$ cat src/rtl/io_port_ctrl.sv
`default_nettype none
// ============================================================================
// Module   : io_port_ctrl
// Purpose  : Memory-mapped I/O port: debounced inputs with sticky rising-edge
//            flags, registered outputs, masked IRQ, req/ack bus slave.
//            Define IO_PORT_OUT_ATOMIC_EN for OUT_SET/OUT_CLR/OUT_TGL at 4..6.
// Revision : 1.0 - initial release
// ============================================================================
module io_port_ctrl #(
    parameter int DATA_W     = 32,
    parameter int IO_W       = 4,
    parameter int DEB_CYCLES = 16,
    parameter int CNT_W      = 16
) (
    input  logic              clk,
    input  logic              rst,
    input  logic              req,
    input  logic              we,
`ifdef IO_PORT_OUT_ATOMIC_EN
    input  logic [2:0]        addr,
`else
    input  logic [1:0]        addr,
`endif
    input  logic [DATA_W-1:0] wdata,
    output logic [DATA_W-1:0] rdata,
    output logic              ack,
    input  logic [IO_W-1:0]   in,
    output logic [IO_W-1:0]   out,
    output logic              irq
);

`ifdef IO_PORT_OUT_ATOMIC_EN
    localparam int AW = 3;
`else
    localparam int AW = 2;
`endif
    localparam logic [AW-1:0]    C_A_IN     = AW'(0);
    localparam logic [AW-1:0]    C_A_OUT    = AW'(1);
    localparam logic [AW-1:0]    C_A_EDGE   = AW'(2);
    localparam logic [AW-1:0]    C_A_EN     = AW'(3);
`ifdef IO_PORT_OUT_ATOMIC_EN
    localparam logic [AW-1:0]    C_A_SET    = AW'(4);
    localparam logic [AW-1:0]    C_A_CLR    = AW'(5);
    localparam logic [AW-1:0]    C_A_TGL    = AW'(6);
`endif
    localparam logic [CNT_W-1:0] C_DEB_LAST = CNT_W'(DEB_CYCLES - 1);

    typedef enum logic [0:0] {
        ST_IDLE = 1'b0,
        ST_RESP = 1'b1
    } state_t;

    state_t              state_q, state_d;
    logic                w_acc;
    logic                w_wr;
    logic [IO_W-1:0]     w_wd;
    logic [IO_W-1:0]     sync1_q, sync2_q;
    logic [IO_W-1:0]     db_q, w_db_d;
    logic [IO_W-1:0]     edge_q, edge_d;
    logic [IO_W-1:0]     irq_en_q, irq_en_d;
    logic [IO_W-1:0]     out_q, out_d;
    logic [IO_W-1:0]     w_clr;
    logic [IO_W-1:0]     w_rsel;
    logic [DATA_W-1:0]   rdata_q, rdata_d;
    logic                irq_q;

    assign w_wd = wdata[IO_W-1:0];

    generate
        if (IO_W < DATA_W) begin : g_unused
            logic w_unused_wdata;
            assign w_unused_wdata = ^wdata[DATA_W-1:IO_W];
        end
    endgenerate

    // Per-bit debounce: DB follows S only after DEB_CYCLES consecutive mismatches.
    generate
        for (genvar g = 0; g < IO_W; g++) begin : g_deb
            logic [CNT_W-1:0] cnt_q;
            logic             w_diff;
            logic             w_hit;

            assign w_diff    = sync2_q[g] ^ db_q[g];
            assign w_hit     = w_diff && (cnt_q == C_DEB_LAST);
            assign w_db_d[g] = w_hit ? sync2_q[g] : db_q[g];

            always_ff @(posedge clk or negedge rst) begin
                if (!rst) begin
                    cnt_q <= '0;
                end else if (!w_diff || w_hit) begin
                    cnt_q <= '0;
                end else begin
                    cnt_q <= cnt_q + CNT_W'(1);
                end
            end
        end
    endgenerate

    always_comb begin
        state_d = state_q;
        w_acc   = 1'b0;
        case (state_q)
            ST_IDLE: begin
                if (req) begin
                    state_d = ST_RESP;
                    w_acc   = 1'b1;
                end
            end
            ST_RESP: state_d = ST_IDLE;
            default: state_d = ST_IDLE;
        endcase
    end

    assign w_wr = w_acc & we;

    always_comb begin
        w_rsel = '0;
        case (addr)
            C_A_IN:   w_rsel = db_q;
            C_A_OUT:  w_rsel = out_q;
            C_A_EDGE: w_rsel = edge_q;
            C_A_EN:   w_rsel = irq_en_q;
            default:  w_rsel = '0;
        endcase
    end

    always_comb begin
        rdata_d = '0;
        if (w_acc) begin
            rdata_d[IO_W-1:0] = w_rsel;
        end
    end

    always_comb begin
        out_d    = out_q;
        irq_en_d = irq_en_q;
        w_clr    = '0;
        if (w_wr) begin
            case (addr)
                C_A_OUT:  out_d    = w_wd;
                C_A_EDGE: w_clr    = w_wd;
                C_A_EN:   irq_en_d = w_wd;
`ifdef IO_PORT_OUT_ATOMIC_EN
                C_A_SET:  out_d    = out_q | w_wd;
                C_A_CLR:  out_d    = out_q & ~w_wd;
                C_A_TGL:  out_d    = out_q ^ w_wd;
`endif
                default:  ;
            endcase
        end
    end

    // A new rising edge outranks a simultaneous software clear.
    assign edge_d = (edge_q & ~w_clr) | (w_db_d & ~db_q);

    always_ff @(posedge clk or negedge rst) begin
        if (!rst) begin
            state_q  <= ST_IDLE;
            sync1_q  <= '0;
            sync2_q  <= '0;
            db_q     <= '0;
            edge_q   <= '0;
            irq_en_q <= '0;
            out_q    <= '0;
            rdata_q  <= '0;
            irq_q    <= 1'b0;
        end else begin
            state_q  <= state_d;
            sync1_q  <= in;
            sync2_q  <= sync1_q;
            db_q     <= w_db_d;
            edge_q   <= edge_d;
            irq_en_q <= irq_en_d;
            out_q    <= out_d;
            rdata_q  <= rdata_d;
            irq_q    <= |(edge_q & irq_en_q);
        end
    end

    assign ack   = (state_q == ST_RESP);
    assign rdata = rdata_q;
    assign out   = out_q;
    assign irq   = irq_q;

endmodule
`default_nettype wire

$ cat config.mk
export PLATFORM = sky130hd
export DESIGN_NAME = io_port_ctrl
export DESIGN_NICKNAME = d
export VERILOG_FILES = /design/src/rtl/io_port_ctrl.sv
export SDC_FILE = /design/constraint.sdc
export NUM_CORES = 1
export LEC_CHECK = 0
export ABC_AREA = 1
export CORE_ASPECT_RATIO = 0.5
export CORE_MARGIN = 4
export CORE_UTILIZATION = 49
export DETAILED_ROUTE_END_ITERATION = 12
export GPL_ROUTABILITY_DRIVEN = 1
export PLACE_DENSITY = 0.74
export SLEW_MARGIN = 10
export SYNTH_ARGS = -nofsm -noshare
export SYNTH_HDL_FRONTEND = slang
export SYNTH_SLANG_ARGS = --single-unit
$ cat constraint.sdc
create_clock -name clk -period 1.6 [get_ports clk]
set_input_delay 0.48 -clock clk [delete_from_list [all_inputs] [get_ports clk]]
set_output_delay 0.48 -clock clk [all_outputs]
set_load 0.005 [all_outputs]
==> results.json <==
{
  "place.gp.congestion": 0.9427,
  "die_w_um": 150.3,
  "dpl.hpwl_um": 6838,
  "via_count": 3974,
  "p_clk_share_pct": 40.9,
  "numPortBuffers": 23,
  "slowest_delay_ns": 0.38,
  "rr_startpoint": "g_deb[0].cnt_q[0]$_DFF_PN0_",
  "synth.avg_cell_area_um2": 7.875,
  "power.switching_mw": 1.178,
  "viasPerCell": 4.900,
  "cts_max_path_buffers": 2,
  "rows": 25,
  "overflow": 0,
  "netlist_instances": 630,
  "post_synth_num_cell_types": 28,
  "totalWireLength_um": 9389,
  "swShare_pct": 23.20,
  "grt_use_total_pct": 17.20,
  "clk_latency_ns": 0.34,
  "ys_seq_area_share_pct": 47.41,
  "powerDensity_nw_per_um2": 904.4,
  "grt_max_degree": 43,
  "startpoint": "ack$_DFF_PN0_",
  "wl_per_cell_um": 11.58,
  "fmax_ghz": 0.6815,
  "netlist_area_um2": 4961,
  "antenna_found_initial": 0,
  "cp_max_fo": 2,
  "syn_to_final_growth_pct": 13.22,
  "first_pass_iters": 6,
  "drc": 0,
  "pin_count": 80,
  "drtAntennaViolNets": 0,
  "yosys_warnings": 0,
  "die-area_um2": 11900,
  "clkSinkCount": 94,
  "synth_seq_cells": 94,
  "drv_slew": 0,
  "hold_viol_final": 0,
  "crit_path_cell_trace": "dlygate4sd2_1",
  "fin_crit_ns": 1.467,
  "drive_gt1_share_pct": 7.840,
  "start_util_pct": 51.33,
  "core-area_um2": 9666,
  "num_antenna_cells": 0,
  "finalSetupViolCount": 0,
  "drt_iter0_markers": 286,
  "path_clk_slew_ns": 0.06,
  "hp-class": "in2async",
  "crit_type": "reg2out",
  "clockRootBuffer": "clkbuf_16",
  "htreeDepth": 3,
  "numCtsBuffers": 9,
  "rsz0062_at_grt": "no",
  "critPathArrivalTime_ns": 0.99,
  "cp_num_buf_inv": 1,
  "status": "completed",
  "fin_cells": 811,
  "peakVddDrop_uv": 661.8,
  "grt_pass1_vias": 3797,
  "holdWs_ns": 0.03985,
  "grt_pass1_wl_um": 16630,
  "end_kind": "primary output",
  "placedCellCount": 793,
  "finalCritPeriodShare_pct": 91.71,
  "crit_family": "flip-flops",
  "fin_skew_ns": 0.005617,
  "maxCapViolations": 0,
  "p_leak_nw": 2.554,
  "die_y_um": 79.15,
  "crit_slowest_cell": "dfrtp_1",
  "startpoint_type": "flop",
  "combPwrFrac_pct": 8.3,
  "cp.required_ns": 1.12,
  "p_int_mw": 3.901,
  "nNetsFinal": 717,
  "seq_power_share_pct": 50.8,
  "cts_tree": "built"
}
-- layout by cell type, fill, tap and decap left out, types with 2 or more instances in the layout --
cell type,instances
nand2_4,3
nand3_1,33
a21oi_1,14
o21ai_1,4
inv_1,44
buf_4,11
ha_1,4
nand3_2,2
dfrtp_1,94
o21ai_0,22
clkbuf_8,4
nor2_4,3
clkbuf_16,9
nor3b_1,2
nor3_1,2
clkdlybuf4s50_1,11
nand2_2,7
conb_1,28
buf_12,2
nand4_1,19
xnor2_1,7
nand2_1,154
o21bai_1,4
nor2_1,145
xor2_1,23
nor2_2,6
dlygate4sd2_1,10
-- per-layer routing --
layer	global-route usage, %	part of all wire [%]	vias up
met5	0	0	-
met4	6.204	1.3	0
met3	4.048	4.2	12
met2	28.76	48	88
met1	21.97	47	1852
li1	-	-	2022
-- power by group through the flow --
stage / sequential, mW / clock [mW] / combinational, mW
final: 2.58 / 2.08 / 0.420
after global routing: 2.60 / 2.25 / 0.480
after CTS: 2.58 / 2.15 / 0.425
after detailed placement: 2.63 / 0 / 0.441
after global placement: 2.62 / 0 / 0.426
after floorplan: 2.62 / 0 / 0.244
-- per-stage QoR --
stage | setup TNS (ns) | util [%] | power, mW | area (um^2) | worst slack (ns)
final | 0 | 58.11 | 5.080 | 5617 | 0.1327
after global routing | 0 | 58.11 | 5.327 | 5617 | 0.004291
after CTS | 0 | 57.98 | 5.156 | 5604 | 0.05015
after detailed placement | -3.134 | 54.87 | 3.070 | 5304 | -0.3002
after global placement | -2.690 | 54.87 | 3.051 | 5304 | -0.1846
after floorplan | 0 | - | 2.860 | 5062 | 0.2903
-- cell usage after synthesis --
cell | number | share of area (%)
inv_2 | 1 | 0.076
a21o_2 | 1 | 0.18
buf_4 | 28 | 4.2
nand2_2 | 9 | 1.1
nor3_1 | 2 | 0.20
nor2_4 | 3 | 0.68
ha_1 | 4 | 1.0
xnor2_1 | 7 | 1.2
nor3_4 | 1 | 0.33
conb_1 | 1 | 0.076
o21ai_1 | 4 | 0.40
nor3b_1 | 2 | 0.30
nor2_2 | 6 | 0.76
nor2_1 | 145 | 11
o21bai_1 | 4 | 0.61
inv_1 | 44 | 3.3
nand2_1 | 154 | 12
a31oi_1 | 1 | 0.13
nand4_1 | 19 | 2.4
xor2_2 | 1 | 0.33
dfrtp_1 | 94 | 47
nand3_2 | 2 | 0.40
o21ai_0 | 22 | 2.2
xor2_1 | 23 | 4.1
a21oi_1 | 14 | 1.4
nand2_4 | 1 | 0.23
buf_6 | 4 | 0.91
nand3_1 | 33 | 3.3
-- state kept, by name, summed over array words and instances, names as in the netlist --
signal       flops
out              4
edge_q           4
irq              1
irq_en_q         4
g_deb.cnt_q     64
ack              1
db_q             4
sync2_q          4
sync1_q          4
rdata            4
-- layout make-up --
| class | instances | area [um^2] |
|---|---|---|
| flip-flops and latches | 94 | 2352 |
| repair buffers | 35 | 332.8 |
| clock buffers | 14 | 284.0 |
| fillers | 846 | 4049 |
| clock inverters | 2 | 13.76 |
| multi-input cells | 486 | 2296 |
| inverters | 45 | 168.9 |
| well taps | 135 | 168.9 |
-- repair_timing --
action                                  CTS  global route
resized for setup                        10             3
setup buffers                             2             0
gates cloned                              0             0
endpoints found under the setup margin   10            30
pin swaps                                 0             1
hold endpoints to repair                  0             0
hold buffers                              0             0
-- final timing paths --
path	end	slack [ns]	cells past startpoint
worst max-delay path	ack	0.13	1
worst max register to register	g_deb[0].cnt_q[14]$_DFF_PN0_	0.14	8
worst min-delay path	g_deb[0].cnt_q[10]$_DFF_PN0_	0.04	1
max in group asynchronous	g_deb[1].cnt_q[4]$_DFF_PN0_	1.05	2
worst min register to register	sync2_q[2]$_DFF_PN0_	0.36	0
min in group clk	sync2_q[2]$_DFF_PN0_	0.36	0
-- cell families (layout without fill, tap and decap cells) --
group / after synthesis / after routing / synth area share [%]
AND/OR/NAND/NOR: 377 / 377 / 32.38
AO/OA/AOI/OAI: 46 / 46 / 4.944
adder cells (fa/ha/maj): 4 / 4 / 1.009
XOR/XNOR: 31 / 31 / 5.624
buffers and inverters: 77 / 96 / 8.550
other: 1 / 28 / 0.07559
flip-flops: 94 / 94 / 47.41
(Power assumes the default switching activity.)
